===== config.mk =====
export PLATFORM = sky130hd
export DESIGN_NAME = image_rom_arbiter
export DESIGN_NICKNAME = d
export VERILOG_FILES = /design/src/rtl/image_rom_arbiter.sv
export SDC_FILE = /design/constraint.sdc
export NUM_CORES = 1
export LEC_CHECK = 0
export BUFFER_PORTS_ARGS = -buffer_cell sky130_fd_sc_hd__clkbuf_2
export CORE_MARGIN = 2
export CORE_UTILIZATION = 45
export DETAILED_ROUTE_END_ITERATION = 16
export GPL_ROUTABILITY_DRIVEN = 0
export GPL_TIMING_DRIVEN = 0
export PLACE_DENSITY = 0.79
export SLEW_MARGIN = 20
export SYNTH_ARGS = -nofsm -noshare
export SYNTH_HDL_FRONTEND = slang
export SYNTH_SLANG_ARGS = --single-unit

===== constraint.sdc =====
create_clock -name pixel_clk -period 2.2 [get_ports pixel_clk]
set_input_delay 0.44 -clock pixel_clk [delete_from_list [all_inputs] [get_ports pixel_clk]]
set_output_delay 0.44 -clock pixel_clk [all_outputs]
set_load 0.01 [all_outputs]

===== src/rtl/image_rom_arbiter.sv =====
// image_rom_arbiter: round-robin sharing of the single image_rom read port among NREQ sprite requesters.
// Define ROM_ARB_PRIO0_EN to give requester 0 strict priority over the round-robin ring.

module image_rom_arbiter_lane (
    input  logic req,
    input  logic gnt,
    output logic elig
);
    // A lane granted last cycle sits out one slot, so nobody gets back-to-back accesses.
    assign elig = req & ~gnt;
endmodule

module image_rom_arbiter #(
    parameter int NREQ    = 4,
    parameter int ADDR_W  = 12,
    parameter int DATA_W  = 8,
    parameter int ROM_LAT = 2
) (
    input  logic                   pixel_clk,
    input  logic                   reset_n,
    input  logic [NREQ-1:0]        req,
    input  logic [NREQ*ADDR_W-1:0] req_addr,
    output logic [NREQ-1:0]        gnt,
    output logic [ADDR_W-1:0]      rom_addr,
    output logic                   rom_en,
    input  logic [DATA_W-1:0]      rom_data,
    output logic [DATA_W-1:0]      rd_data,
    output logic [NREQ-1:0]        rd_valid
);
    localparam int PTR_W = (NREQ > 1) ? $clog2(NREQ) : 1;

    logic [NREQ-1:0]              elig;
    logic [NREQ-1:0][ADDR_W-1:0]  lane_addr;
    logic [PTR_W-1:0]             ptr;
    logic [PTR_W-1:0]             win_idx;
    logic [PTR_W-1:0]             cand;
    logic                         win_any;
    logic [NREQ-1:0]              win_vec;
    logic [ROM_LAT:0][NREQ-1:0]   tag_pipe;
    int                           idx;

    assign lane_addr = req_addr;

    for (genvar i = 0; i < NREQ; i++) begin : g_lane
        image_rom_arbiter_lane u_lane (
            .req  (req[i]),
            .gnt  (gnt[i]),
            .elig (elig[i])
        );
    end

    // Search upward from the slot after the last winner, wrapping modulo NREQ.
    always_comb begin
        win_any = 1'b0;
        win_idx = ptr;
        cand    = '0;
        idx     = 0;
        for (int k = 1; k <= NREQ; k++) begin
            idx  = (int'(ptr) + k) % NREQ;
            cand = PTR_W'(idx);
`ifdef ROM_ARB_PRIO0_EN
            if (!win_any && elig[cand] && (idx != 0)) begin
`else
            if (!win_any && elig[cand]) begin
`endif
                win_any = 1'b1;
                win_idx = cand;
            end
        end
`ifdef ROM_ARB_PRIO0_EN
        if (elig[0]) begin
            win_any = 1'b1;
            win_idx = '0;
        end
`endif
        win_vec = '0;
        if (win_any)
            win_vec[win_idx] = 1'b1;
    end

    always_ff @(posedge pixel_clk or negedge reset_n) begin
        if (!reset_n) begin
            gnt      <= '0;
            rom_en   <= 1'b0;
            rom_addr <= '0;
            ptr      <= PTR_W'(NREQ - 1);
            tag_pipe <= '0;
            rd_valid <= '0;
            rd_data  <= '0;
        end else begin
            gnt    <= win_vec;
            rom_en <= win_any;
            if (win_any) begin
                rom_addr <= lane_addr[win_idx];
`ifdef ROM_ARB_PRIO0_EN
                if (win_idx != '0)
                    ptr <= win_idx;
`else
                ptr <= win_idx;
`endif
            end
            // Tag rides alongside the ROM access so the word returns to its issuer in grant order.
            tag_pipe[0] <= win_vec;
            for (int s = 1; s <= ROM_LAT; s++)
                tag_pipe[s] <= tag_pipe[s-1];
            rd_valid <= tag_pipe[ROM_LAT];
            if (|tag_pipe[ROM_LAT])
                rd_data <= rom_data;
        end
    end
endmodule


==> impl_metrics.json <==
{
  "syn2layout_area_growth_pct": 35.0,
  "cp-start-kind": "flip-flop",
  "cts_buffers": 5,
  "crit_start": "tag_pipe[2]",
  "ys_ff_latch": 39,
  "max_freq_mhz": 523,
  "synth_top_family_by_area": "simple AND/OR/NAND/NOR gates",
  "synth_common_cells": "37 x dfrtp_1, 14 x nand2_1, 13 x nand3_1",
  "hold_buffers": 0,
  "skew_ps": 7.70,
  "r2r_slack_ps": 290,
  "setup_viol": 0,
  "min_period_ps": 1910,
  "drc_errors": 0,
  "yosys.area_share.adder_pct": 0,
  "ys_types": 32,
  "worstHoldPathType": "in2async",
  "fp-row-count": 23,
  "maxSlewViolCount": 0,
  "path_clk_slew_ps": 80,
  "drt_iter0_markers": 62,
  "antenna_found_initial": 0,
  "grt_pass1_vias": 1427,
  "hpwl_mm": 3.27,
  "dp_cells": 290,
  "firstDrtPassIters": 4,
  "wl_mm": 4.27,
  "crit_family": "simple AND/OR/NAND/NOR gates",
  "slowest_stage": "clkbuf_1",
  "stdcell_count": 298,
  "crit_chain": "nor2b_1 -> nor2_1 -> a31oi_1 -> clkbuf_1 -> nand3_1 -> o2111ai_1",
  "clock-sinks": 39,
  "final_net_count": 309,
  "path_max_fanout": 10,
  "grt_overflow": 0,
  "grt_pass1_wl_mm": 6.40,
  "cts_buffer_depth": 2,
  "final_util_pct": 62.2,
  "cp_data_arrival_time_ps": 2100,
  "synth_top_area_share_pct": 51.0,
  "placed_area_sq_mm": 0.00233,
  "synth_nets": 212,
  "die_x_um": 67.5,
  "viasPerCell": 5.23,
  "cts_tree": "yes",
  "critPathBufInv": 1,
  "synth_xor_area_share_pct": 0,
  "critPathKind": "reg2reg",
  "period_share_pct": 86.8,
  "ios": 91,
  "fp.coreArea_sq_mm": 0.00394,
  "synth-compound-area-share_pct": 9.24,
  "drive_gt1_share_pct": 48.4,
  "synth_simple_gate_area_share_pct": 19.7,
  "cp.depth": 6,
  "synth_edf_count": 0,
  "r2r_end": "rom_addr[6]",
  "muxShareOfSynthArea_pct": 11.6,
  "ant_nets": 0,
  "cts-root-buf": "clkbuf_8",
  "synth.most_common_cell": "dfrtp_1",
  "wl_per_cell_um": 14.3,
  "die_height_um": 67.5,
  "final-hold-violation-count": 0,
  "post-synth-top-area-cell": "dfrtp_1",
  "fp.dieArea_sq_mm": 0.00456,
  "yosys_warnings": 0,
  "tightestPinTransition_ps": 922,
  "rsz0062_at_grt": "false",
  "reg2reg_depth": 6,
  "diodes": 0,
  "io_buffers": 90,
  "status": "completed",
  "synth_seq_area_share_pct": 53.9,
  "grt_max_degree": 40,
  "grtUsageTotal_pct": 19.6,
  "slew_headroom_pct": 38.5,
  "synth.area.top_cells": "dfrtp_1 51%, mux2i_1 6.6%, nand4bb_1 6.2%",
  "initial_utilization_pct": 46.0,
  "synth_flop_cell": "dfrtp_1",
  "avgSynthCellArea_sq_um": 12.1,
  "pwr_density_cell_mw_per_mm2": 1430,
  "irDropWorstVdd_v": 0.000648,
  "r2r-start": "tag_pipe[2]",
  "stdcell_area_sq_mm": 0.00245,
  "htree_levels": 2,
  "synth_cells": 150,
  "max-cap-violations": 0,
  "finalPower_mw": 3.51,
  "clk_latency_ps": 290,
  "ctsResizeCount": 0,
  "async_flop_share_pct": 100,
  "critical-path-max-stage-delay_ps": 430,
  "cp_data_required_time_ps": 2390,
  "cts_setup_buffers": 0,
  "endpoint": "rom_addr[6]",
  "synth_area_sq_mm": 0.00182,
  "vias": 1559,
  "end_kind": "flip-flop",
  "leakage_nw": 1.23
}
==> state kept, by name, indices dropped and copies added, names as in the netlist <==
register	cells
rom_addr	12
tag_pipe	12
rd_data	8
rd_valid	4
ptr	2
rom_en	1
==> worst min path at each step <==
stage | start | end | slack (ps) | depth (start not counted)
6_report | reset_n | tag_pipe[10] | 280 | 1
2_1_floorplan | reset_n | rd_data[0] | 140 | 0
3_5_place_dp | tag_pipe[6] | tag_pipe[10] | 330 | 0
4_1_cts | reset_n | tag_pipe[3] | 300 | 1
3_3_place_gp | tag_pipe[4] | tag_pipe[8] | 330 | 0
5_1_grt | reset_n | tag_pipe[0] | 350 | 1
==> cell families (layout without fill, tap and decap cells) <==
group	count (synthesis)	after routing
simple gates	55	55
flops	39	39
compound gates	20	20
mux	20	20
buf+inv	16	114
==> area by class of cell <==
cell class | count | area (sq um)
Buffer | 13 | 91.3
Clock buffer | 6 | 82.6
Clock inverter | 2 | 38.8
Fill cell | 326 | 1490
Inverter | 3 | 11.3
Multi-Input combinational cell | 95 | 736
Sequential cell | 39 | 978
Tap cell | 50 | 62.6
Timing Repair Buffer | 90 | 450
==> stage by stage <==
step | TNS (ps) | worst slack (ps) | hold WS (ps)
floorplan | 0 | 503 | 144
global placement | 0 | 58.2 | 332
detailed placement | -22.3 | -22.3 | 335
CTS | 0 | 116 | 305
global route | 0 | 50.4 | 353
finish | 0 | 290 | 276
==> routing by layer <==
| metal | track usage, % | part of all wire [%] | vias to the layer above |
|---|---|---|---|
| met5 | 0 | 0 | - |
| met4 | 7.91 | 0.98 | 0 |
| met3 | 8.00 | 8.9 | 5 |
| met2 | 33.2 | 51 | 79 |
| met1 | 21.6 | 39 | 730 |
| li1 | - | - | 745 |
==> power breakdown <==
part | internal [mW] | switching [mW] | total [mW]
sequential | 1.05 | 0.188 | 1.24
combinational | 0.803 | 0.850 | 1.65
clock | 0.373 | 0.247 | 0.619
==> layout by cell type (no fill, tap or decap) <==
master     netlist  final
nand3_1         13     13
mux2i_1         12     12
nand2_1         14     14
o211ai_2         1      1
or4bb_1          2      2
inv_1            3      3
inv_6            0      1
buf_12           1      1
a31oi_1          1      1
clkbuf_8         0      6
buf_2            2      2
mux2_2           8      8
nor4_2           1      1
nand4bb_1       10     10
o21a_1           1      1
a311o_1          1      1
nor2_1           3      3
nand2b_4         1      1
a2bb2oi_1        1      1
clkbuf_2         0     91
o21ai_0          1      1
o2111ai_1       12     12
buf_6            1      1
a21oi_1          1      1
and2_1           1      1
clkbuf_1         5      4
dfstp_2          2      2
buf_4            4      4
nor2b_1          3      3
bufinv_16        0      1
dfrtp_1         37     37
nor3_1           2      2
nand3b_1         1      1
nand2b_1         3      3
and3_1           1      1
o21bai_1         1      1
(Power assumes the default switching activity.)
